===== src/rtl/seq_detector_param_if.sv =====
// seq_detector_param_if: serial data, config and result signals of the pattern detector.
interface seq_detector_param_if #(
    parameter int PAT_W = 8,
    parameter int CNT_W = 16,
    parameter int LEN_W = $clog2(PAT_W) + 1
);
    logic             en;
    logic             din;
    logic             cfg_wr;
    logic [PAT_W-1:0] pattern;
    logic [LEN_W-1:0] pat_len;
    logic             overlap;
    logic             cnt_clr;
    logic             dout;
    logic [CNT_W-1:0] hit_cnt;
    modport master (output en, din, cfg_wr, pattern, pat_len, overlap, cnt_clr, input dout, hit_cnt);
    modport slave  (input en, din, cfg_wr, pattern, pat_len, overlap, cnt_clr, output dout, hit_cnt);
endinterface


===== src/rtl/seq_detector_param.sv =====
// seq_detector_param: run-time programmable serial pattern detector with overlap mode.
// Optional saturating hit counter enabled by defining SEQ_HITCNT_EN.
module seq_detector_param #(
    parameter int PAT_W = 8,
    parameter int CNT_W = 16
) (
    input logic              clk,
    input logic              rst_n,
    seq_detector_param_if.slave bus
);
    localparam int LEN_W = $clog2(PAT_W) + 1;

    typedef enum logic [1:0] {DISABLED, FILLING, ARMED} state_t;

    logic [PAT_W-1:0] hist, hist_n, cfg_pat, cfg_pat_n, mask;
    logic [LEN_W-1:0] fill, fill_n, cfg_len, cfg_len_n;
    logic             cfg_ovl, cfg_ovl_n, hit, dout_q;
    state_t           state_n;

    always_comb begin
        hist_n    = hist;
        fill_n    = fill;
        cfg_pat_n = cfg_pat;
        cfg_len_n = cfg_len;
        cfg_ovl_n = cfg_ovl;
        mask      = ~({PAT_W{1'b1}} << cfg_len);
        if (bus.cfg_wr) begin
            cfg_pat_n = bus.pattern;
            cfg_len_n = (bus.pat_len > LEN_W'(PAT_W)) ? LEN_W'(PAT_W) : bus.pat_len;
            cfg_ovl_n = bus.overlap;
            fill_n    = '0;
        end else if (bus.en) begin
            hist_n = {hist[PAT_W-2:0], bus.din};
            fill_n = (fill == LEN_W'(PAT_W)) ? fill : fill + 1'b1;
        end
        state_n = (cfg_len_n == '0) ? DISABLED : (fill_n < cfg_len_n) ? FILLING : ARMED;
        // a config write in the same cycle suppresses any match
        hit = bus.en && !bus.cfg_wr && (state_n == ARMED) && (((hist_n ^ cfg_pat) & mask) == '0);
        if (hit && !cfg_ovl) fill_n = '0;
    end

    always_ff @(posedge clk or negedge rst_n) begin
        if (!rst_n) begin
            hist    <= '0;
            fill    <= '0;
            cfg_pat <= '0;
            cfg_len <= '0;
            cfg_ovl <= 1'b1;
            dout_q  <= 1'b0;
        end else begin
            hist    <= hist_n;
            fill    <= fill_n;
            cfg_pat <= cfg_pat_n;
            cfg_len <= cfg_len_n;
            cfg_ovl <= cfg_ovl_n;
            dout_q  <= hit;
        end
    end

    assign bus.dout = dout_q;

`ifdef SEQ_HITCNT_EN
    logic [CNT_W-1:0] cnt;

    always_ff @(posedge clk or negedge rst_n) begin
        if (!rst_n) cnt <= '0;
        else if (bus.cnt_clr) cnt <= '0;
        else if (hit && cnt != '1) cnt <= cnt + 1'b1;
    end

    assign bus.hit_cnt = cnt;
`else
    assign bus.hit_cnt = '0;
`endif
endmodule


===== src/flat_wrapper.sv =====
// flat-port wrapper written by rule: the top's interface ports become plain ports
module seq_detector_param_flat 
#(
    parameter int PAT_W = 8,
    parameter int CNT_W = 16
)
  (clk, rst_n, bus_en, bus_din, bus_cfg_wr, bus_pattern, bus_pat_len, bus_overlap, bus_cnt_clr, bus_dout, bus_hit_cnt);
  seq_detector_param_if #(.PAT_W(PAT_W), .CNT_W(CNT_W), .LEN_W(($clog2(PAT_W) + 1))) bus_i ();
  input logic clk;
  input logic rst_n;
  input wire logic [$bits(bus_i.en)-1:0] bus_en;
  input wire logic [$bits(bus_i.din)-1:0] bus_din;
  input wire logic [$bits(bus_i.cfg_wr)-1:0] bus_cfg_wr;
  input wire logic [$bits(bus_i.pattern)-1:0] bus_pattern;
  input wire logic [$bits(bus_i.pat_len)-1:0] bus_pat_len;
  input wire logic [$bits(bus_i.overlap)-1:0] bus_overlap;
  input wire logic [$bits(bus_i.cnt_clr)-1:0] bus_cnt_clr;
  output wire logic [$bits(bus_i.dout)-1:0] bus_dout;
  output wire logic [$bits(bus_i.hit_cnt)-1:0] bus_hit_cnt;
  assign bus_i.en = bus_en;
  assign bus_i.din = bus_din;
  assign bus_i.cfg_wr = bus_cfg_wr;
  assign bus_i.pattern = bus_pattern;
  assign bus_i.pat_len = bus_pat_len;
  assign bus_i.overlap = bus_overlap;
  assign bus_i.cnt_clr = bus_cnt_clr;
  assign bus_dout = bus_i.dout;
  assign bus_hit_cnt = bus_i.hit_cnt;
  seq_detector_param #(.PAT_W(PAT_W), .CNT_W(CNT_W)) u_core (.clk(clk), .rst_n(rst_n), .bus(bus_i));
endmodule

===== config.mk =====
export PLATFORM = sky130hd
export DESIGN_NAME = seq_detector_param_flat
export DESIGN_NICKNAME = d
export VERILOG_FILES = /design/src/rtl/seq_detector_param_if.sv /design/src/rtl/seq_detector_param.sv /design/src/flat_wrapper.sv
export SDC_FILE = /design/constraint.sdc
export NUM_CORES = 1
export LEC_CHECK = 0
export CORE_UTILIZATION = 28
export CTS_CLUSTER_DIAMETER = 30
export DETAILED_ROUTE_END_ITERATION = 7
export PLACE_DENSITY = 0.64
export RECOVER_POWER = 100
export SLEW_MARGIN = 20
export SYNTH_ARGS = -nofsm -noshare
export SYNTH_HDL_FRONTEND = slang
export SYNTH_SLANG_ARGS = --single-unit
export TNS_END_PERCENT = 50

===== constraint.sdc =====
create_clock -name clk -period 2.22 [get_ports clk]
set_clock_uncertainty 0.05 [all_clocks]
set_input_delay 0.444 -clock clk [delete_from_list [all_inputs] [get_ports clk]]
set_output_delay 0.444 -clock clk [all_outputs]
set_load 0.05 [all_outputs]

# Yosys cells after proc, flatten, opt, wreduce, memory -nomap -nowiden
# Cells that the tools add are included.
# totals
inputBits	19
word_cells	33
regBits	26
# classes
order_cmp	2
add_sub_neg	1
bitwise	3
eq_ne	2
muxes	10
n_reduce_logical	8
shift	1
# ops
cell	count
2-to-1 mux 4 bit	6
2-to-1 mux 8 bit	2
AND 8 bit	1
logical NOT 8 bit	1
inverter 8 bit	1
<< shifter 8 x 4 -> 8 bit, first input constant	1
XOR 8 bit	1
adder 4 x 1 -> 4 bit, second input constant	1
equality test 4 bit, second input constant	1
> comparator 4 bit, second input constant	1
logical AND 1 bit	4
logical NOT 4 bit	1
< comparator 4 bit	1
2-to-1 mux 2 bit	2
equality test 2 bit, second input constant	1
logical NOT 1 bit	2

# Logic depth before layout (Yosys ltp)
# Gate-level depths: netlist of the first run.
# logic_depth
depth_word	12
mapped_depth	12
depth_no_buf	12

# Least setup slack after synthesis of the first run
# OpenSTA, ideal clock, no wires.
# synth_timing
path_kind	input to register
startpoint	in bus_cfg_wr
endpoint	reg u_core.fill[0]
setup_time_ps	132
required_time_ps	2038
n_path_buf	2
slack_ps	-387
stages	10
t_arrival_ps	2424
cell_sequence	clkbuf_1 > clkbuf_1 > o21a_1 > ha_1 > o21a_1 > o21ai_0 > a221oi_1 > o211ai_2 > nor4_4 > a21oi_1
# synth_between
elab_chain_cells	9
word_cells_on_any_way	17
classes_between	order compare: 1; eq/ne: 1; mux: 6; bitwise: 2; reduce/logical: 7
# synth_lines
element	line	rtl
from (decl)	flat_wrapper.sv:13	input wire logic [$bits(bus_i.cfg_wr)-1:0] bus_cfg_wr;
2-to-1 mux 4 bit	seq_detector_param.sv:27	if (bus.cfg_wr) begin
< comparator 4 bit	seq_detector_param.sv:36	state_n = (cfg_len_n == '0) ? DISABLED : (fill_n < cfg_len_n) ? FILLING : ARMED;
2-to-1 mux 2 bit (2 in series)	seq_detector_param.sv:36	
equality test 2 bit	seq_detector_param.sv:38	hit = bus.en && !bus.cfg_wr && (state_n == ARMED) && (((hist_n ^ cfg_pat) & mask) == '0);
logical AND 1 bit	seq_detector_param.sv:38	
logical AND 1 bit *	seq_detector_param.sv:38	
named net u_core.hit	seq_detector_param.sv:17	logic cfg_ovl, cfg_ovl_n, hit, dout_q;
logical AND 1 bit *	seq_detector_param.sv:39	if (hit && !cfg_ovl) fill_n = '0;
2-to-1 mux 4 bit *	seq_detector_param.sv:39	
named net u_core.fill_n[0]	seq_detector_param.sv:16	logic [LEN_W-1:0] fill, fill_n, cfg_len, cfg_len_n;
to (signal assigned)	seq_detector_param.sv:52	fill <= fill_n;
to (decl)	seq_detector_param.sv:16	
# The timed path passes the listed nets; every way through them passes the cells marked *.
# A chain may end at the register's enable or synchronous reset.

# Worst setup path in the final report of the first run
# layout_timing
startpoint	reg u_core.fill[0]
endpoint	reg u_core.fill[3]
# layout_between
elab_chain_cells	12
word_cells_on_any_way	13
classes_between	add/sub: 1; order compare: 1; eq/ne: 2; mux: 6; reduce/logical: 3
# layout_lines
element	line	rtl
adder 4 x 1 -> 4 bit / equality test 4 bit (equally long branches)	seq_detector_param.sv:34	fill_n = (fill == LEN_W'(PAT_W)) ? fill : fill + 1'b1;
2-to-1 mux 4 bit	seq_detector_param.sv:34	
2-to-1 mux 4 bit *	seq_detector_param.sv:32	end else if (bus.en) begin
2-to-1 mux 4 bit *	seq_detector_param.sv:27	
< comparator 4 bit *	seq_detector_param.sv:36	
2-to-1 mux 2 bit * (2 in series)	seq_detector_param.sv:36	
equality test 2 bit *	seq_detector_param.sv:38	
logical AND 1 bit * (2 in series)	seq_detector_param.sv:38	
named net u_core.hit	seq_detector_param.sv:17	
logical AND 1 bit *	seq_detector_param.sv:39	
2-to-1 mux 4 bit *	seq_detector_param.sv:39	
named net u_core.fill_n[3]	seq_detector_param.sv:16	
# Marked as above.

==> impl_table.tex, run 1 <==
\begin{tabular}{lr}
\hline
Metric & Value \\
\hline
\multicolumn{2}{l}{\textbf{Timing}} \\
\quad Setup slack after layout & -0.1410 ns \\
\quad Setup violators final & 5 \\
\quad Transition time at the pin with the least slew margin & roughly 1.3 ns \\
\quad Achievable clock frequency & approximately 420 MHz \\
\quad Shortest period the worst path allows & about 2.4 ns \\
\quad Pins over their slew limit & 0 \\
\quad Hold\_ws & 0.4590 ns \\
\quad Remaining max-slew budget at the tightest pin & 0.1101 \\
\quad Final critical-path share of the clock period & 1.064 \\
\quad Final Hold Viols & 0 \\
\quad Setup repair after global routing missed its margin & yes \\
\multicolumn{2}{l}{\textbf{Final layout}} \\
\quad Commonest non-fill, non-tap cell in the layout & sky130\_fd\_sc\_hd\_\_dfrtp\_1 \\
\quad Fraction of layout instances using a drive strength above 1 & 0.2670 \\
\quad Number of antenna repair diodes & 0 \\
\quad Area delta synth->final & 24.94\% \\
\quad Fin cells & 246 \\
\quad Commonest cells after routing, fill and taps aside & sky130\_fd\_sc\_hd\_\_dfrtp\_1 (25), sky130\_fd\_sc\_hd\_\_conb\_1 (16), sky130\_fd\_sc\_hd\_\_clkdlybuf4s50\_1 (13), sky130\_fd\_sc\_hd\_\_buf\_4 (12), sky130\_fd\_sc\_hd\_\_mux2\_2 (11) \\
\quad Final net count & between 200 and 250 \\
\quad Final non-filler cell area & 1937 um2 \\
\multicolumn{2}{l}{\textbf{Drt}} \\
\quad Vias after detailed routing & 1050 \\
\quad Post-route met1 wirelength & 1.332 mm \\
\quad Drt wl/cell & 11.29 um \\
\quad DRT Wirelength & 2.777 mm \\
\quad Met3 routed wirelength & $\sim$71 um \\
\quad Highest routed metal layer & met4 \\
\quad DRT Pass-1 Iters & 4 \\
\quad DRC marker count from the first detailed-route iteration & 36 \\
\quad Number of design rule violations left after detail routing & 0 \\
\quad Met2 wire length & 1.356 mm \\
\quad Detailed-route vias per instance & 4.268 \\
\quad Remaining number of nets flagged by the antenna check after routing & 0 \\
\multicolumn{2}{l}{\textbf{Synth}} \\
\quad Xor/xnor cell area share of the yosys netlist & 0.04439 \\
\quad Synthesized-area fraction occupied by and/or/nand/nor cells & 0.1082 \\
\quad Number of synthesized flops with an enable pin & 0 \\
\quad Biggest area contributors in the synthesized netlist & sky130\_fd\_sc\_hd\_\_dfrtp\_1 (40\%), sky130\_fd\_sc\_hd\_\_mux2\_2 (8.7\%), sky130\_fd\_sc\_hd\_\_buf\_4 (7.7\%) \\
\quad Post-Syn Area & 1550 um2 \\
\quad Fraction of synthesis flops using an asynchronous set or reset pin & 1.000 \\
\quad Post-synthesis adder-cell area fraction & 0.04036 \\
\quad Multiplexer area fraction after synthesis & 0.1469 \\
\quad Cell taking the most area after synthesis & sky130\_fd\_sc\_hd\_\_dfrtp\_1 \\
\quad Mean instance size in the synthesized netlist & 10.99 um2 \\
\quad Post-synthesis instance total & about 140 \\
\quad Synth warnings & 0 \\
\quad Fraction of post-synthesis cell area in the top cell type by area & 0.4036 \\
\quad Main flop type after synthesis & sky130\_fd\_sc\_hd\_\_dfrtp\_1 \\
\quad Sequential area share after synthesis & 0.4205 \\
\quad Main combinational cell family by area after synthesis & multiplexers \\
\quad Area fraction in compound gates after synthesis & 0.1106 \\
\quad Synth Register Bits & 26 \\
\quad Distinct cells, synth & 40 \\
\multicolumn{2}{l}{\textbf{Critical path}} \\
\quad Sequence of cells on the critical path & inv\_2 -> ha\_4 -> mux2i\_1 -> nor2\_1 -> ha\_1 -> o21a\_1 -> o21ai\_2 -> a221oi\_2 -> o211ai\_2 -> nor4\_4 -> a21boi\_1 \\
\quad CP startpoint & u\_core.fill[0]\$\_DFF\_PN0\_ \\
\quad Count of buffering cells on the critical path with inverters included & 1 \\
\quad RR Startpoint & u\_core.fill[0]\$\_DFF\_PN0\_ \\
\quad Worst reg-to-reg setup slack & -0.14 ns \\
\quad Termination of the worst setup path & u\_core.fill[3]\$\_DFF\_PN0\_ \\
\quad Kind of critical path & reg -> reg \\
\quad Type of origin of the critical path & register \\
\quad WP depth & 11 \\
\quad Arrival time at the worst endpoint & 2.46 ns \\
\quad Worst-path cell with the longest stage delay & sky130\_fd\_sc\_hd\_\_dfrtp\_1 \\
\quad CP Data Required Time & between 2 and 2.5 ns \\
\quad R2R cell count & 11 \\
\quad Worst r2r dst & u\_core.fill[3]\$\_DFF\_PN0\_ \\
\quad Category of cells accounting for the largest share of critical-path delay & compound AO/OA/AOI/OAI gates \\
\quad Kind of end point of the critical path & register \\
\quad Max Fanout on Critical Path & 5 \\
\quad Slowest stage delay, CP & between 0.4 and 0.5 ns \\
\multicolumn{2}{l}{\textbf{Placed design}} \\
\quad HPWL reported at the end of detailed placement & 2.265 mm \\
\quad Dpl ws & -0.6924 ns \\
\quad Placed cell area & 1856 um2 \\
\quad Number of instances in the placed design & 239 \\
\quad Routability cong. & 0.8106 \\
\quad IO buf count & 18 \\
\multicolumn{2}{l}{\textbf{Pwr}} \\
\quad Sequential power share & 0.461 \\
\quad Internal power & 0.9056 mW \\
\quad Proportion of power drawn by combinational gates & 0.338 \\
\quad Switching Share & 0.3243 \\
\quad Clk network pwr share & 0.201 \\
\quad Power dissipated by switching net loads & $\sim$0.43 mW \\
\quad Static leakage power & 0.8620 nW \\
\quad Maximum VDD drop & 0.2944 mV \\
\quad Ratio of total power to cell area & between 600 and 700 nW/um2 \\
\multicolumn{2}{l}{\textbf{Global route}} \\
\quad First-pass GRT wire length & 4.802 mm \\
\quad Pin count of the biggest net entering global routing & 27 \\
\quad Number of antenna violations at the first check in global routing & 0 \\
\quad Via count of the first global-routing pass & 1068 \\
\quad Total congestion overflow after global routing & 0 \\
\quad GRT Overall Usage & 0.1007 \\
\multicolumn{2}{l}{\textbf{Clock network}} \\
\quad Clock tree root buffer cell & sky130\_fd\_sc\_hd\_\_clkbuf\_8 \\
\quad Worst skew pair latency & 0.26 ns \\
\quad Clock transition at the registers of the reported paths & approximately 0.09 ns \\
\quad Clock buffers created by TritonCTS & 3 \\
\quad H-tree levels & 1 \\
\quad Maximum clock insertion buffer count & 2 \\
\quad Number of sinks driven by the clock tree & 26 \\
\quad Clock tree from TritonCTS & yes \\
\multicolumn{2}{l}{\textbf{Outcome}} \\
\quad Violated checks & setup timing \\
\quad Status & finished, violations left \\
\multicolumn{2}{l}{\textbf{Floorplanning}} \\
\quad Effective utilization at floorplan & 0.2978 \\
\quad Die width & 76.41 um \\
\quad Count of boundary I/O pins & 36 \\
\quad Die H & around 76 um \\
\quad Standard-cell row count & 26 \\
\quad Die area & approximately 5800 um2 \\
\quad Placeable core region & 5205 um2 \\
\multicolumn{2}{l}{\textbf{Min path}} \\
\quad Number of stages on the worst hold path & 1 \\
\quad Worst min-delay path class & reg -> reg \\
\multicolumn{2}{l}{\textbf{Run}} \\
\quad Maximum Capacitance Violations & 0 \\
\hline
\end{tabular}
[synth_stat cells (2+ instances only)]
library cell / instances
sky130_fd_sc_hd__a211oi_1: 2
sky130_fd_sc_hd__a21boi_1: 3
sky130_fd_sc_hd__a21oi_1: 3
sky130_fd_sc_hd__buf_4: 16
sky130_fd_sc_hd__clkbuf_1: 3
sky130_fd_sc_hd__dfrtp_1: 25
sky130_fd_sc_hd__ha_1: 5
sky130_fd_sc_hd__inv_1: 12
sky130_fd_sc_hd__mux2_2: 12
sky130_fd_sc_hd__mux2_4: 2
sky130_fd_sc_hd__mux2i_1: 4
sky130_fd_sc_hd__nand2_1: 7
sky130_fd_sc_hd__nand3b_1: 2
sky130_fd_sc_hd__nor2_1: 6
sky130_fd_sc_hd__nor3_1: 4
sky130_fd_sc_hd__o21a_1: 4
sky130_fd_sc_hd__o21ai_0: 4
sky130_fd_sc_hd__xnor2_1: 3
sky130_fd_sc_hd__xor2_1: 3
[cells by family (layout without fill, tap and decap cells)]
kind of cell,count (synthesis),count (layout)
AO/OA/AOI/OAI,23,23
XOR/XNOR,7,7
adder cells (fa/ha/maj),5,5
buffers and inverters,32,52
flip-flops,26,26
multiplexers,19,19
other,1,16
AND/OR/NAND/NOR,28,28
[worst min path at each step]
stage                                   from                        end  slack [ns]
floorplan                              rst_n  u_core.bus.dout$_DFF_PN0_         0.1
global placement    u_core.hist[7]$_DFF_PN0_   u_core.hist[7]$_DFF_PN0_        0.44
detailed placement  u_core.hist[7]$_DFF_PN0_   u_core.hist[7]$_DFF_PN0_        0.45
CTS                 u_core.hist[7]$_DFF_PN0_   u_core.hist[7]$_DFF_PN0_        0.47
global route        u_core.hist[0]$_DFF_PN0_   u_core.hist[0]$_DFF_PN0_        0.49
finish              u_core.hist[7]$_DFF_PN0_   u_core.hist[7]$_DFF_PN0_        0.46
[state kept, by name, indices dropped and copies added, names as in the netlist]
signal	cells
u_core.bus.dout	1
u_core.cfg_len	4
u_core.cfg_ovl	1
u_core.cfg_pat	8
u_core.fill	4
u_core.hist	8
[area by class of cell]
cell class                      count  area [um2]
Clock buffer                        4       45.04
Fill cell                         527        3268
Inverter                           12       45.04
Sequential cell                    26       651.9
Timing Repair Buffer               36       312.8
Multi-Input combinational cell     98       794.5
Tap cell                           70       87.58
[per-stage QoR]
stage                       util  power (mW)  TNS, ns
after CTS                 0.3721       1.366   -1.115
final                     0.3721       1.340  -0.5584
after global placement    0.3565       1.077   -2.973
after floorplan                -      0.9750  -0.1506
after detailed placement  0.3565       1.088   -3.332
after global routing      0.3721       1.421   -1.466
[power groups by stage]
stage	Combinational [mW]	Clock [mW]	Sequential, mW
finish	0.453	0.269	0.618
global route	0.496	0.296	0.629
detailed placement	0.460	0	0.628
global placement	0.452	0	0.625
CTS	0.469	0.277	0.619
floorplan	0.361	0	0.614
[metal layers]
metal,GRT usage,vias to the layer above
li1,-,525
met1,0.1352,502
met2,0.1703,21
met3,0.01437,2
met4,0.02308,0
met5,0,-
[worst register-to-register path, cell delays in order (launching register included)]
cell	delay [ns]
sky130_fd_sc_hd__dfrtp_1	0.41
sky130_fd_sc_hd__inv_2	0.09
sky130_fd_sc_hd__ha_4	0.20
sky130_fd_sc_hd__mux2i_1	0.15
sky130_fd_sc_hd__nor2_1	0.08
sky130_fd_sc_hd__ha_1	0.29
sky130_fd_sc_hd__o21a_1	0.14
sky130_fd_sc_hd__o21ai_2	0.06
sky130_fd_sc_hd__a221oi_2	0.26
sky130_fd_sc_hd__o211ai_2	0.14
sky130_fd_sc_hd__nor4_4	0.26
sky130_fd_sc_hd__a21boi_1	0.12
[repair_timing]
item | CTS | global route
buffers inserted | 1 | 2
endpoints found under the setup margin | 5 | 5
hold buffers | 0 | 0
pin swaps | 9 | 7
gates resized for setup | 11 | 0
Note: power is estimated with default switching activity, not from simulation.
==> inputs of run 2 (changes only) <==
--- a/config.mk
+++ b/config.mk
@@ -5,6 +5,7 @@
 export SDC_FILE = /design/constraint.sdc
 export NUM_CORES = 1
 export LEC_CHECK = 0
+export CORE_ASPECT_RATIO = 0.8
 export CORE_UTILIZATION = 28
 export CTS_CLUSTER_DIAMETER = 30
 export DETAILED_ROUTE_END_ITERATION = 7
==> impl_table.tex, run 2 (synthesized netlist as in run 1, its figures left out) <==
\begin{tabular}{lr}
\hline
Metric & Value \\
\hline
\multicolumn{2}{l}{\textbf{Floorplanning}} \\
\quad Placeable core region & 5180 um2 (was 5205 um2) \\
\quad Die area & 5840 um2 (was 5838 um2) \\
\quad Die width & 85.19 um (was 76.41 um) \\
\quad Count of boundary I/O pins & 36 (unchanged) \\
\quad Effective utilization at floorplan & 0.2993 (was 0.2978) \\
\quad Die H & 68.55 um (was 76.41 um) \\
\quad Standard-cell row count & 23 (was 26) \\
\multicolumn{2}{l}{\textbf{Critical path}} \\
\quad Slowest stage delay, CP & 0.42 ns (was 0.41 ns) \\
\quad Kind of end point of the critical path & register (unchanged) \\
\quad Arrival time at the worst endpoint & 2.44 ns (was 2.46 ns) \\
\quad Kind of critical path & reg -> reg (unchanged) \\
\quad Sequence of cells on the critical path & ha\_2 -> nand2\_2 -> a211oi\_2 -> a21oi\_2 -> nor2\_2 -> ha\_1 -> o21a\_1 -> o21ai\_2 -> a221oi\_2 -> o211ai\_2 -> nor4\_4 -> a21boi\_1 (was inv\_2 -> ha\_4 -> mux2i\_1 -> nor2\_1 -> ha\_1 -> o21a\_1 -> o21ai\_2 -> a221oi\_2 -> o211ai\_2 -> nor4\_4 -> a21boi\_1) \\
\quad Category of cells accounting for the largest share of critical-path delay & compound AO/OA/AOI/OAI gates (unchanged) \\
\quad Type of origin of the critical path & register (unchanged) \\
\quad Worst reg-to-reg setup slack & -0.12 ns (was -0.14 ns) \\
\quad Count of buffering cells on the critical path with inverters included & 0 (was 1) \\
\quad RR Startpoint & u\_core.fill[0]\$\_DFF\_PN0\_ (unchanged) \\
\quad Max Fanout on Critical Path & 5 (unchanged) \\
\quad R2R cell count & 12 (was 11) \\
\quad Worst r2r dst & u\_core.fill[3]\$\_DFF\_PN0\_ (unchanged) \\
\quad CP Data Required Time & 2.32 ns (about the same) \\
\quad Worst-path cell with the longest stage delay & sky130\_fd\_sc\_hd\_\_dfrtp\_1 (unchanged) \\
\multicolumn{2}{l}{\textbf{Final layout}} \\
\quad Commonest cells after routing, fill and taps aside & sky130\_fd\_sc\_hd\_\_dfrtp\_1 (25), sky130\_fd\_sc\_hd\_\_conb\_1 (16), sky130\_fd\_sc\_hd\_\_clkdlybuf4s50\_1 (11) (was sky130\_fd\_sc\_hd\_\_dfrtp\_1 (25), sky130\_fd\_sc\_hd\_\_conb\_1 (16), sky130\_fd\_sc\_hd\_\_clkdlybuf4s50\_1 (13), sky130\_fd\_sc\_hd\_\_buf\_4 (12), sky130\_fd\_sc\_hd\_\_mux2\_2 (11)) \\
\quad Fraction of layout instances using a drive strength above 1 & 0.2616 (was 0.2670) \\
\quad Area delta synth->final & 23.89\% (was 24.94\%) \\
\quad Filler cell count & 520 (was 527) \\
\quad Final net count & 197 (was 201) \\
\quad FF/Latch Area & 651.9 um2 (unchanged) \\
\quad Commonest non-fill, non-tap cell in the layout & sky130\_fd\_sc\_hd\_\_dfrtp\_1 (unchanged) \\
\quad Number of antenna repair diodes & 0 (unchanged) \\
\quad Area used by multi-input combinational logic & 788.3 um2 (was 794.5 um2) \\
\quad Registers with the most flip-flops & u\_core.cfg\_pat: 8 flops, u\_core.hist: 8 flops (unchanged) \\
\multicolumn{2}{l}{\textbf{Global route}} \\
\quad Fraction of met3 tracks used by global routing & 0.03452 (was 0.01437) \\
\quad Total congestion overflow after global routing & 0 (unchanged) \\
\quad Number of antenna violations at the first check in global routing & 0 (unchanged) \\
\quad Global-route track usage on met2 & 0.1845 (was 0.1703) \\
\quad Via count of the first global-routing pass & 1029 (was 1068) \\
\quad First-pass GRT wire length & 4.864 mm (was 4.802 mm) \\
\quad Global-route layer with the greatest usage & met2 (unchanged) \\
\quad Global routing usage on met1 & 0.1437 (was 0.1352) \\
\quad Pin count of the biggest net entering global routing & 27 (unchanged) \\
\quad GRT Overall Usage & 0.1087 (was 0.1007) \\
\multicolumn{2}{l}{\textbf{Pwr}} \\
\quad Ratio of total power to cell area & 752.8 nW/um2 (was 691.9 nW/um2) \\
\quad Total power draw & 1.446 mW (was 1.340 mW) \\
\quad Maximum VDD drop & 0.2696 mV (was 0.2944 mV) \\
\quad Static leakage power & 0.8616 nW (was 0.8620 nW) \\
\multicolumn{2}{l}{\textbf{Placed design}} \\
\quad IO buf count & 18 (unchanged) \\
\quad HPWL reported at the end of detailed placement & 2.261 mm (was 2.265 mm) \\
\quad Routability cong. & 0.7576 (was 0.8106) \\
\multicolumn{2}{l}{\textbf{Timing}} \\
\quad Hold\_ws & 0.4729 ns (was 0.4590 ns) \\
\quad Transition time at the pin with the least slew margin & 1.401 ns (was 1.335 ns) \\
\quad Final Hold Viols & 0 (unchanged) \\
\quad Setup slack after layout & -0.1183 ns (was -0.1410 ns) \\
\quad Achievable clock frequency & 427.7 MHz (was 423.5 MHz) \\
\quad Final critical-path share of the clock period & 1.053 (was 1.064) \\
\quad Remaining max-slew budget at the tightest pin & 0.06568 (was 0.1101) \\
\quad Setup TNS & -0.5434 ns (was -0.5584 ns) \\
\quad Shortest period the worst path allows & 2.338 ns (was 2.361 ns) \\
\quad Setup repair after global routing missed its margin & yes (unchanged) \\
\quad Setup violators final & 5 (unchanged) \\
\quad Pins over their slew limit & 0 (unchanged) \\
\multicolumn{2}{l}{\textbf{Clock network}} \\
\quad Clock buffers created by TritonCTS & 3 (unchanged) \\
\quad Number of sinks driven by the clock tree & 26 (unchanged) \\
\quad Maximum clock insertion buffer count & 2 (unchanged) \\
\quad Clock transition at the registers of the reported paths & 0.10 ns (was 0.09 ns) \\
\quad Hold-fix buffers, CTS & 0 (unchanged) \\
\quad H-tree levels & 1 (unchanged) \\
\quad Clock tree from TritonCTS & yes (unchanged) \\
\quad Worst skew pair latency & 0.27 ns (was 0.26 ns) \\
\quad Clock tree root buffer cell & sky130\_fd\_sc\_hd\_\_clkbuf\_8 (unchanged) \\
\multicolumn{2}{l}{\textbf{Drt}} \\
\quad Detailed-route vias per instance & 4.474 (was 4.268) \\
\quad DRC marker count from the first detailed-route iteration & 56 (was 36) \\
\quad DRT Wirelength & 2.926 mm (was 2.777 mm) \\
\quad DRT Pass-1 Iters & 4 (unchanged) \\
\quad Remaining number of nets flagged by the antenna check after routing & 0 (unchanged) \\
\quad Number of design rule violations left after detail routing & 0 (unchanged) \\
\quad Drt wl/cell & 12.50 um (was 11.29 um) \\
\quad Vias after detailed routing & 1047 (was 1050) \\
\multicolumn{2}{l}{\textbf{Min path}} \\
\quad Number of stages on the worst hold path & 1 (unchanged) \\
\quad Hold Path Origin & u\_core.hist[0]\$\_DFF\_PN0\_ (was u\_core.hist[7]\$\_DFF\_PN0\_) \\
\quad Hold worst-path end & u\_core.hist[0]\$\_DFF\_PN0\_ (was u\_core.hist[7]\$\_DFF\_PN0\_) \\
\quad Worst min-delay path class & reg -> reg (unchanged) \\
\multicolumn{2}{l}{\textbf{Run}} \\
\quad Maximum Capacitance Violations & 0 (unchanged) \\
\multicolumn{2}{l}{\textbf{Outcome}} \\
\quad Violated checks & setup timing (unchanged) \\
\quad Status & finished, violations left (unchanged) \\
\hline
\end{tabular}
-- run 2: cell count changes in the layout (fill, tap and decap cells not counted), sizes merged --
cell and delta:
buf -2, bufinv +1, clkbuf -3, clkdlybuf4s50 -2
dlygate4sd3 +2
-- run 2: metal layers --
metal,part of all wire,wire (um)
met5,0,0
met2,0.46,1341
met4,0,0
met3,0.046,136
met1,0.49,1448
-- run 2: area by class of cell --
class / instances / share of cell area
timing repair buffer: 32 / 0.1492
tap: 62 / 0.04039
sequential: 26 / 0.3394
clock buffer: 3 / 0.02150
clock inverter: 1 / 0.01564
inverter: 12 / 0.02345
multi-input combinational: 98 / 0.4104
-- run 2: worst max path at each step --
stage                                   from                        to  slack (ns)  cells after the start
finish              u_core.fill[0]$_DFF_PN0_  u_core.fill[3]$_DFF_PN0_       -0.12                     12
global route        u_core.fill[1]$_DFF_PN0_  u_core.fill[3]$_DFF_PN0_       -0.27                     12
CTS                 u_core.fill[1]$_DFF_PN0_  u_core.fill[3]$_DFF_PN0_       -0.25                     12
detailed placement                    bus_en  u_core.fill[3]$_DFF_PN0_       -0.74                     12
global placement                      bus_en  u_core.fill[3]$_DFF_PN0_       -0.63                     12
floorplan                         bus_cfg_wr  u_core.fill[0]$_DFF_PN0_       -0.04                     10
-- run 2: report_power, final --
part | switching (mW) | internal, mW | leakage, nW
clock network | 0.151 | 0.241 | 0.0357
registers | 0.0564 | 0.557 | 0.319
logic | 0.231 | 0.209 | 0.507
total | 0.439 | 1.01 | 0.862
-- run 2: timing repair --
item | CTS | global route
endpoints found under the setup margin | 5 | 5
buffers inserted | 2 | 0
pin swaps | 11 | 9
gates resized for setup | 11 | 3
-- run 2: per-stage QoR --
stage,setup WS (ns),cells,instance area (um2),util
2_1_floorplan,-0.03889,156,1657,-
5_1_grt,-0.2703,234,1921,0.3708
4_1_cts,-0.2530,234,1936,0.3737
3_3_place_gp,-0.6323,228,1823,0.3519
3_5_place_dp,-0.7359,228,1823,0.3519
6_report,-0.1183,234,1921,0.3708
==> inputs of run 3 (changes only) <==
--- a/config.mk
+++ b/config.mk
@@ -6,8 +6,8 @@
 export NUM_CORES = 1
 export LEC_CHECK = 0
 export CORE_ASPECT_RATIO = 0.8
+export CORE_MARGIN = 10
 export CORE_UTILIZATION = 28
-export CTS_CLUSTER_DIAMETER = 30
 export DETAILED_ROUTE_END_ITERATION = 7
 export PLACE_DENSITY = 0.64
 export RECOVER_POWER = 100
==> impl_table.tex, run 3 (synthesized netlist as in run 1, its figures left out) <==
\begin{tabular}{lr}
\hline
Metric & Value \\
\hline
\multicolumn{2}{l}{\textbf{Outcome}} \\
\quad Status & finished, violations left (unchanged) \\
\quad Violated checks & setup timing (unchanged) \\
\multicolumn{2}{l}{\textbf{Timing}} \\
\quad Remaining max-slew budget at the tightest pin & 0.05589 (was 0.06568) \\
\quad Transition time at the pin with the least slew margin & 1.416 ns (was 1.401 ns) \\
\quad Achievable clock frequency & 425.1 MHz (was 427.7 MHz) \\
\quad Final critical-path share of the clock period & 1.060 (was 1.053) \\
\quad Setup repair after global routing missed its margin & yes (unchanged) \\
\quad Final Hold Viols & 0 (unchanged) \\
\quad Hold\_ws & 0.4642 ns (was 0.4729 ns) \\
\quad Shortest period the worst path allows & 2.352 ns (was 2.338 ns) \\
\quad Pins over their slew limit & 0 (unchanged) \\
\quad Setup TNS & -0.6255 ns (was -0.5434 ns) \\
\quad Setup slack after layout & -0.1324 ns (was -0.1183 ns) \\
\quad Setup violators final & 5 (unchanged) \\
\multicolumn{2}{l}{\textbf{Drt}} \\
\quad Detailed-route vias per instance & 4.346 (was 4.474) \\
\quad Vias after detailed routing & 1030 (was 1047) \\
\quad Remaining number of nets flagged by the antenna check after routing & 0 (unchanged) \\
\quad Number of design rule violations left after detail routing & 0 (unchanged) \\
\quad DRC marker count from the first detailed-route iteration & 26 (was 56) \\
\quad DRT Pass-1 Iters & 4 (unchanged) \\
\quad Drt wl/cell & 13.20 um (was 12.50 um) \\
\quad DRT Wirelength & 3.128 mm (was 2.926 mm) \\
\multicolumn{2}{l}{\textbf{Min path}} \\
\quad Hold Path Origin & u\_core.hist[7]\$\_DFF\_PN0\_ (was u\_core.hist[0]\$\_DFF\_PN0\_) \\
\quad Number of stages on the worst hold path & 1 (unchanged) \\
\quad Hold worst-path end & u\_core.hist[7]\$\_DFF\_PN0\_ (was u\_core.hist[0]\$\_DFF\_PN0\_) \\
\quad Worst min-delay path class & reg -> reg (unchanged) \\
\multicolumn{2}{l}{\textbf{Clock network}} \\
\quad Clock transition at the registers of the reported paths & 0.09 ns (was 0.10 ns) \\
\quad Maximum clock insertion buffer count & 2 (unchanged) \\
\quad H-tree levels & 1 (unchanged) \\
\quad Number of sinks driven by the clock tree & 26 (unchanged) \\
\quad Clock tree from TritonCTS & yes (unchanged) \\
\quad Clock buffers created by TritonCTS & 3 (unchanged) \\
\quad Worst skew pair latency & 0.27 ns (about the same) \\
\quad Clock tree root buffer cell & sky130\_fd\_sc\_hd\_\_clkbuf\_8 (unchanged) \\
\multicolumn{2}{l}{\textbf{Global route}} \\
\quad GRT Overall Usage & 0.07395 (was 0.1087) \\
\quad Number of antenna violations at the first check in global routing & 0 (unchanged) \\
\quad Pin count of the biggest net entering global routing & 27 (unchanged) \\
\quad Via count of the first global-routing pass & 1043 (was 1029) \\
\quad First-pass GRT wire length & 5.326 mm (was 4.864 mm) \\
\quad Total congestion overflow after global routing & 0 (unchanged) \\
\multicolumn{2}{l}{\textbf{Critical path}} \\
\quad Worst reg-to-reg setup slack & -0.13 ns (was -0.12 ns) \\
\quad Type of origin of the critical path & register (unchanged) \\
\quad Worst r2r dst & u\_core.fill[0]\$\_DFF\_PN0\_ (was u\_core.fill[3]\$\_DFF\_PN0\_) \\
\quad Arrival time at the worst endpoint & 2.44 ns (about the same) \\
\quad Max Fanout on Critical Path & 5 (unchanged) \\
\quad Kind of critical path & reg -> reg (unchanged) \\
\quad Critical Path Most Common Cell & sky130\_fd\_sc\_hd\_\_a21oi\_1 \\
\quad Worst-path cell with the longest stage delay & sky130\_fd\_sc\_hd\_\_dfrtp\_1 (unchanged) \\
\quad Slowest stage delay, CP & 0.43 ns (was 0.42 ns) \\
\quad Kind of end point of the critical path & register (unchanged) \\
\quad R2R cell count & 12 (unchanged) \\
\quad CP Data Required Time & 2.31 ns (was 2.32 ns) \\
\quad RR Startpoint & u\_core.fill[0]\$\_DFF\_PN0\_ (unchanged) \\
\quad Sequence of cells on the critical path & ha\_2 -> nand2\_2 -> a211oi\_2 -> a21oi\_1 -> nor2\_1 -> ha\_1 -> o21a\_1 -> o21ai\_2 -> a221oi\_2 -> o211ai\_2 -> nor4\_4 -> a21oi\_1 (was ha\_2 -> nand2\_2 -> a211oi\_2 -> a21oi\_2 -> nor2\_2 -> ha\_1 -> o21a\_1 -> o21ai\_2 -> a221oi\_2 -> o211ai\_2 -> nor4\_4 -> a21boi\_1) \\
\multicolumn{2}{l}{\textbf{Final layout}} \\
\quad Commonest cells after routing, fill and taps aside & sky130\_fd\_sc\_hd\_\_dfrtp\_1 (25), sky130\_fd\_sc\_hd\_\_conb\_1 (16), sky130\_fd\_sc\_hd\_\_clkdlybuf4s50\_1 (13), sky130\_fd\_sc\_hd\_\_mux2\_2 (12), sky130\_fd\_sc\_hd\_\_buf\_4 (11) (was sky130\_fd\_sc\_hd\_\_dfrtp\_1 (25), sky130\_fd\_sc\_hd\_\_conb\_1 (16), sky130\_fd\_sc\_hd\_\_clkdlybuf4s50\_1 (11)) \\
\quad Area delta synth->final & 23.08\% (was 23.89\%) \\
\quad Filler cell count & 548 (was 520) \\
\quad Fraction of layout instances using a drive strength above 1 & 0.2674 (was 0.2616) \\
\quad Registers with the most flip-flops & u\_core.cfg\_pat: 8 flops, u\_core.hist: 8 flops (unchanged) \\
\quad Commonest non-fill, non-tap cell in the layout & sky130\_fd\_sc\_hd\_\_dfrtp\_1 (unchanged) \\
\quad Number of antenna repair diodes & 0 (unchanged) \\
\quad Final net count & 197 (unchanged) \\
\multicolumn{2}{l}{\textbf{Placed design}} \\
\quad Routability cong. & 0.8285 (was 0.7576) \\
\quad IO buf count & 18 (unchanged) \\
\quad Dpl ws & -0.6780 ns (was -0.7359 ns) \\
\quad HPWL reported at the end of detailed placement & 2.492 mm (was 2.261 mm) \\
\multicolumn{2}{l}{\textbf{Floorplanning}} \\
\quad Die width & 103.2 um (was 85.19 um) \\
\quad Effective utilization at floorplan & 0.2868 (was 0.2993) \\
\quad Die area & 8931 um2 (was 5840 um2) \\
\quad Count of boundary I/O pins & 36 (unchanged) \\
\quad Die H & 86.55 um (was 68.55 um) \\
\quad Placeable core region & 5405 um2 (was 5180 um2) \\
\quad Standard-cell row count & 24 (was 23) \\
\multicolumn{2}{l}{\textbf{Pwr}} \\
\quad Total power draw & 1.339 mW (was 1.446 mW) \\
\quad Maximum VDD drop & 0.2687 mV (was 0.2696 mV) \\
\quad Ratio of total power to cell area & 702.0 nW/um2 (was 752.8 nW/um2) \\
\quad Static leakage power & 0.8488 nW (was 0.8616 nW) \\
\multicolumn{2}{l}{\textbf{Run}} \\
\quad Maximum Capacitance Violations & 0 (unchanged) \\
\hline
\end{tabular}
run 3: final cells by class:
cell class / count / area [um2] / share of cell area
clock buffers: 4 / 45.04 / 0.02361
repair buffers: 32 / 286.5 / 0.1502
inverters: 12 / 45.04 / 0.02361
flip-flops and latches: 26 / 651.9 / 0.3416
multi-input cells: 98 / 798.3 / 0.4184
well taps: 65 / 81.33 / 0.04262
run 3: layer usage:
metal / global-route usage / share of wire
met1: 0.1032 / 0.49
met2: 0.1081 / 0.45
met3: 0.02864 / 0.064
met4: 0.007566 / 0
met5: 0 / 0
run 3: how the worst max path moves through the flow:
stage	from	endpoint	slack, ns	cells past startpoint
floorplan	bus_cfg_wr	u_core.fill[0]$_DFF_PN0_	-0.04	10
detailed placement	bus_en	u_core.fill[0]$_DFF_PN0_	-0.68	12
CTS	u_core.fill[0]$_DFF_PN0_	u_core.fill[0]$_DFF_PN0_	-0.26	11
finish	u_core.fill[0]$_DFF_PN0_	u_core.fill[0]$_DFF_PN0_	-0.13	12
global placement	bus_en	u_core.fill[3]$_DFF_PN0_	-0.61	12
global route	u_core.fill[0]$_DFF_PN0_	u_core.fill[0]$_DFF_PN0_	-0.36	12
run 3: stage by stage:
stage / util / instance area, um2 / cells
after floorplan: - / 1657 / 156
after global placement: 0.3394 / 1834 / 232
after detailed placement: 0.3394 / 1834 / 232
after CTS: 0.3525 / 1906 / 236
after global routing: 0.3530 / 1908 / 237
final: 0.3530 / 1908 / 237
run 3: power by group:
group | internal (mW) | switching, mW
Clock | 0.128 | 0.141
Sequential | 0.557 | 0.0635
Combinational | 0.220 | 0.230
Total | 0.905 | 0.434
run 3: worst max-delay path, delay by kind of cell (launching register included):
kind / cells / cell delay [ns]
adders and majority gates: 2 / 0.48
AOI/OAI and AO/OA: 7 / 0.84
DFF: 1 / 0.43
and+or+nand+nor: 3 / 0.43
run 3: repair_timing:
action,in CTS,in global routing
hold endpoints to repair,0,0
hold buffers,0,0
resized for setup,11,1
setup endpoints to repair,5,5
pin swaps,11,10
buffers inserted,0,1
